[src/rtl/debounce_array.sv]
// Multi-channel pushbutton debouncer: two-flop synchroniser, stability filter,
// and registered press / release / long-press event pulses per channel.
module debounce_array #(
  parameter int CHANNELS      = 4,
  parameter int STABLE_CYCLES = 16,
  parameter int LONG_CYCLES   = 1000,
  parameter int ACTIVE_HIGH   = 1
) (
  input  logic                clk,
  input  logic                rst,
  input  logic [CHANNELS-1:0] btn,
  output logic [CHANNELS-1:0] level,
  output logic [CHANNELS-1:0] press,
  output logic [CHANNELS-1:0] released,
  output logic [CHANNELS-1:0] long_press
);

  localparam int SW = $clog2(STABLE_CYCLES + 1);
  localparam int HW = $clog2(LONG_CYCLES + 1);

  localparam logic [SW-1:0] STABLE_LAST = SW'(STABLE_CYCLES - 1);
  localparam logic [HW-1:0] LONG_LAST   = HW'(LONG_CYCLES - 1);
  localparam logic [HW-1:0] LONG_MAX    = HW'(LONG_CYCLES);

  // Pin value that reads as "not pressed"; sync flops idle here after reset.
  localparam logic [CHANNELS-1:0] IDLE_PINS = (ACTIVE_HIGH != 0) ? '0 : '1;

  logic [CHANNELS-1:0] sync1;
  logic [CHANNELS-1:0] sync2;
  logic [CHANNELS-1:0] raw;

  logic [SW-1:0] stab_cnt [CHANNELS];
  logic [HW-1:0] hold_cnt [CHANNELS];

  // NOTE: sequential state uses non-blocking assignments so every flop samples
  // pre-edge values, which is what makes the two-stage synchroniser a pipeline.
  always_ff @(posedge clk or negedge rst) begin
    if (!rst) begin
      sync1 <= IDLE_PINS;
      sync2 <= IDLE_PINS;
    end else begin
      sync1 <= btn;
      sync2 <= sync1;
    end
  end

  assign raw = (ACTIVE_HIGH != 0) ? sync2 : ~sync2;

  always_ff @(posedge clk or negedge rst) begin
    if (!rst) begin
      level      <= '0;
      press      <= '0;
      released   <= '0;
      long_press <= '0;
      // NOTE: the counter arrays are ordinary flops, not RAM, so they take the
      // async reset; a reset mid-count must drop any partial progress.
      for (int i = 0; i < CHANNELS; i++) begin
        stab_cnt[i] <= '0;
        hold_cnt[i] <= '0;
      end
    end else begin
      press      <= '0;
      released   <= '0;
      long_press <= '0;

      for (int i = 0; i < CHANNELS; i++) begin
        // Stability filter: any return to the current level restarts the count.
        if (raw[i] == level[i]) begin
          stab_cnt[i] <= '0;
        end else if (stab_cnt[i] == STABLE_LAST) begin
          stab_cnt[i] <= '0;
          level[i]    <= raw[i];
          press[i]    <= raw[i];
          released[i] <= ~raw[i];
        end else begin
          stab_cnt[i] <= stab_cnt[i] + 1'b1;
        end

        // Hold timer saturates so long_press fires once per press.
        if (!level[i]) begin
          hold_cnt[i] <= '0;
        end else if (hold_cnt[i] != LONG_MAX) begin
          hold_cnt[i] <= hold_cnt[i] + 1'b1;
          if (hold_cnt[i] == LONG_LAST) begin
            long_press[i] <= 1'b1;
          end
        end
      end
    end
  end

endmodule

[config.mk]
export PLATFORM = sky130hd
export DESIGN_NAME = debounce_array
export DESIGN_NICKNAME = d
export VERILOG_FILES = /design/src/rtl/debounce_array.sv
export SDC_FILE = /design/constraint.sdc
export NUM_CORES = 1
export LEC_CHECK = 0
export ABC_AREA = 0
export CORE_ASPECT_RATIO = 1.5
export CORE_MARGIN = 2
export CORE_UTILIZATION = 40
export DETAILED_ROUTE_END_ITERATION = 10
export HOLD_SLACK_MARGIN = 0.1
export PLACE_DENSITY_LB_ADDON = 0.05
export SYNTH_ARGS = -nofsm -noshare
export SYNTH_HDL_FRONTEND = slang
export SYNTH_SLANG_ARGS = --single-unit
[constraint.sdc]
create_clock -name clk -period 1.8 [get_ports clk]
set_input_delay 0.45 -clock clk [delete_from_list [all_inputs] [get_ports clk]]
set_output_delay 0.45 -clock clk [all_outputs]
set_load 0.05 [all_outputs]
==> impl_metrics.prom <==
# TYPE chip_impl_metric gauge
chip_impl_info{name="status",value="completed"} 1
chip_impl_info{name="critical_path_class",value="reg -> out"} 1
chip_impl_metric{name="clock-sinks",unit=""} 84
chip_impl_metric{name="maximum_number_of_pins_on_one_net_before_global_route_repair",unit=""} 31
chip_impl_metric{name="timing.slew.headroom",unit="%"} 68.2
chip_impl_metric{name="clock_insertion_delay_worst_skew",unit="ns"} 0.33
chip_impl_info{name="ctsRootBufferMaster",value="sky130_fd_sc_hd__clkbuf_16"} 1
chip_impl_metric{name="final_cell_area",unit="mm2"} 0.00438
chip_impl_info{name="yosysMostFrequentCell",value="sky130_fd_sc_hd__dfrtp_1"} 1
chip_impl_metric{name="slowest_delay",unit="ns"} 0.62
chip_impl_metric{name="maxcap_violations",unit=""} 0
chip_impl_metric{name="syn_to_final_growth",unit="%"} 17.9
chip_impl_metric{name="cts_buffers",unit=""} 9
chip_impl_metric{name="cts_hold_buf",unit=""} 1
chip_impl_metric{name="worst_slack",unit="ns"} 0.204
chip_impl_info{name="synth_area_leaders",value="sky130_fd_sc_hd__dfrtp_1, sky130_fd_sc_hd__xor2_1, sky130_fd_sc_hd__ha_1, sky130_fd_sc_hd__nand2_1, sky130_fd_sc_hd__mux2i_1"} 1
chip_impl_metric{name="synth-seq-area-share",unit="%"} 56.6
chip_impl_metric{name="synth_area_per_cell",unit="um2"} 11.0
chip_impl_metric{name="synth-async-reset-ratio",unit="%"} 100
chip_impl_metric{name="drc",unit=""} 0
chip_impl_metric{name="antennaDiodeCount",unit=""} 0
chip_impl_metric{name="synth-warning-count",unit=""} 0
chip_impl_metric{name="dp_slack",unit="ns"} 0.368
chip_impl_metric{name="cts_resized",unit=""} 0
chip_impl_metric{name="worst-endpoint-arrival",unit="ns"} 1.15
chip_impl_metric{name="tns",unit="ns"} 0
chip_impl_metric{name="grt_pass1_vias",unit=""} 2511
chip_impl_metric{name="post_cts_buffers",unit=""} 0
chip_impl_metric{name="num_rows",unit=""} 43
chip_impl_metric{name="grtUsageTotal",unit="%"} 14.9
chip_impl_metric{name="min_period",unit="ns"} 1.60
chip_impl_info{name="cts_tree",value="yes"} 1
chip_impl_metric{name="synth_edf_count",unit=""} 0
chip_impl_metric{name="grt_antenna_before_repair",unit=""} 0
chip_impl_metric{name="postRouteAntennaNets",unit=""} 0
chip_impl_metric{name="critPathRequiredTime",unit="ns"} 1.35
chip_impl_metric{name="vias_per_cell",unit=""} 5.23
chip_impl_metric{name="io_pins",unit=""} 22
chip_impl_metric{name="critPathMaxFanout",unit=""} 12
chip_impl_metric{name="detailedRoute.firstPassIterationCount",unit=""} 4
chip_impl_metric{name="report.final.setup_viol",unit=""} 0
chip_impl_metric{name="drt_first_iter_violations",unit=""} 146
chip_impl_info{name="ys_dominant_reg_cell",value="sky130_fd_sc_hd__dfrtp_1"} 1
chip_impl_metric{name="ff_latch_count_synth",unit=""} 84
chip_impl_info{name="crit_path_end_kind",value="output pin"} 1
chip_impl_info{name="crit_path_start_kind",value="register"} 1
chip_impl_metric{name="syn_area",unit="mm2"} 0.00371
chip_impl_metric{name="synth.net_count",unit=""} 355
chip_impl_metric{name="routed_wirelength",unit="um"} 6560
chip_impl_metric{name="fmax",unit="MHz"} 627
chip_impl_metric{name="io_buffers",unit=""} 21
chip_impl_metric{name="power.leakage",unit="nW"} 1.84
chip_impl_metric{name="globalRouteOverflowTotal",unit=""} 0
chip_impl_metric{name="synth_top_cell_area_share",unit="%"} 56.6
chip_impl_metric{name="routed_wire_length_per_instance",unit="um"} 13.6
chip_impl_metric{name="final.fill_count",unit=""} 873
chip_impl_metric{name="design.final.nets",unit=""} 386
chip_impl_metric{name="start_util",unit="%"} 40.6
chip_impl_metric{name="die_width",unit="um"} 82.7
chip_impl_info{name="crit_path_cell_trace",value="buf_12"} 1
chip_impl_metric{name="fp.dieH",unit="um"} 122
chip_impl_info{name="timing.hold.worst.class",value="reg -> reg"} 1
chip_impl_metric{name="gpl_wtd_cong",unit=""} 0.760
chip_impl_info{name="timing.critical_path.max_delay_family",value="flip-flops"} 1
chip_impl_metric{name="timing_worst_slew_pin_value",unit="ns"} 0.474
chip_impl_metric{name="design.die.area",unit="mm2"} 0.0101
chip_impl_metric{name="post-route-period-util",unit="%"} 88.7
chip_impl_metric{name="core_ar",unit="mm2"} 0.00915
chip_impl_metric{name="via_count",unit=""} 2531
chip_impl_metric{name="fin_skew",unit="ns"} 0.00331
chip_impl_metric{name="power_per_cell_area",unit="mW/mm2"} 853
chip_impl_metric{name="post_dp_cell_area",unit="mm2"} 0.00410
chip_impl_metric{name="hpwlAfterDp",unit="um"} 4490
chip_impl_metric{name="ctsHtreeMaxLevel",unit=""} 3
chip_impl_metric{name="fin_total_pwr",unit="mW"} 3.73
chip_impl_metric{name="post_route_cells_drive_above_1_share",unit="%"} 11.8
chip_impl_info{name="synth.cells.most_frequent",value="sky130_fd_sc_hd__dfrtp_1, sky130_fd_sc_hd__nand2_1, sky130_fd_sc_hd__xor2_1, sky130_fd_sc_hd__inv_1"} 1
chip_impl_metric{name="hold_viol_final",unit=""} 0
chip_impl_metric{name="worst_ir_drop_on_vdd",unit="mV"} 0.486
chip_impl_metric{name="worst-path-buf-inv",unit=""} 1
chip_impl_metric{name="netlist_instances",unit=""} 337
chip_impl_metric{name="cts_buffer_depth",unit=""} 2
chip_impl_metric{name="grt_first_pass_wirelength",unit="um"} 11400
chip_impl_metric{name="netlist-cell-type-count",unit=""} 34
chip_impl_metric{name="cts.reportedPaths.clkPinSlew",unit="ns"} 0.06
chip_impl_metric{name="timing_max_transition_violations_final",unit=""} 0
chip_impl_info{name="synth_top_cell_by_area",value="sky130_fd_sc_hd__dfrtp_1"} 1
chip_impl_info{name="critical-path-slowest-cell",value="sky130_fd_sc_hd__dfrtp_1"} 1
chip_impl_info{name="rsz0062_at_grt",value="false"} 1
## flip-flops by register name, summed over array words and instances (netlist names)
| register | count |
|---|---|
| sync1 | 4 |
| press | 4 |
| hold_cnt | 40 |
| raw | 4 |
| level | 4 |
| released | 4 |
| stab_cnt | 20 |
| long_press | 4 |
## final timing paths
| path | slack (ns) | to | depth (start not counted) | startpoint |
|---|---|---|---|---|
| max reg2reg | 0.38 | hold_cnt[29] | 3 | hold_cnt[25] |
| max | 0.20 | level[2] | 1 | level[2] |
| min reg2reg | 0.35 | raw[2] | 0 | sync1[2] |
| min | 0.35 | raw[2] | 0 | sync1[2] |
| min in group asynchronous | 0.60 | hold_cnt[37] | 2 | rst |
| max in group asynchronous | 0.70 | stab_cnt[5] | 3 | rst |
## layout by cell type, fill, tap and decap left out, drive strengths merged, types with 3 or more instances in the layout
cell / count
a21oi: 17
a31oi: 4
and2: 8
buf: 20
clkbuf: 13
clkdlybuf4s50: 4
dfrtp: 84
ha: 12
inv: 18
mux2: 4
mux2i: 9
nand2: 37
nand2b: 3
nand3: 17
nand3b: 7
nand4: 7
nand4b: 7
nor2: 16
nor3: 6
nor3b: 4
nor4: 8
o21ai: 10
o31ai: 10
or3: 10
or4: 8
xor2: 19
## per-stage QoR
stage	util (%)	hold WS, ns	instances
floorplan	-	0.154	337
global placement	44.8	0.334	468
detailed placement	44.8	0.336	468
CTS	47.9	0.349	484
global route	47.9	0.352	484
finish	47.9	0.346	484
## layout make-up
type,instances,area [um2],area share [%]
timing repair buffer,25,275,6.29
tap,112,140,3.20
clock buffer,13,260,5.94
sequential,84,2100,48.0
multi-input combinational,230,1520,34.8
clock inverter,2,10.0,0.229
inverter,18,67.6,1.54
## power by group
| group | switching, mW | internal (mW) |
|---|---|---|
| combinational | 0.0605 | 0.0424 |
| sequential | 0.0241 | 1.92 |
| clock | 0.689 | 0.998 |
| total | 0.774 | 2.96 |
## kinds of logic after synthesis
family | Yosys count | synth area share [%]
compound gates | 45 | 7.14
xor+xnor | 21 | 4.95
fa+ha+maj | 12 | 4.04
buf+inv | 23 | 2.39
flops | 84 | 56.6
mux | 13 | 3.64
simple gates | 139 | 21.3
## per-layer routing
layer,share of wire [%],GRT usage [%]
met2,49,24.2
met4,1.7,6.15
met5,0,0
met1,45,18.5
met3,3.5,4.00
No activity file was read; power rests on OpenSTA's default activity.
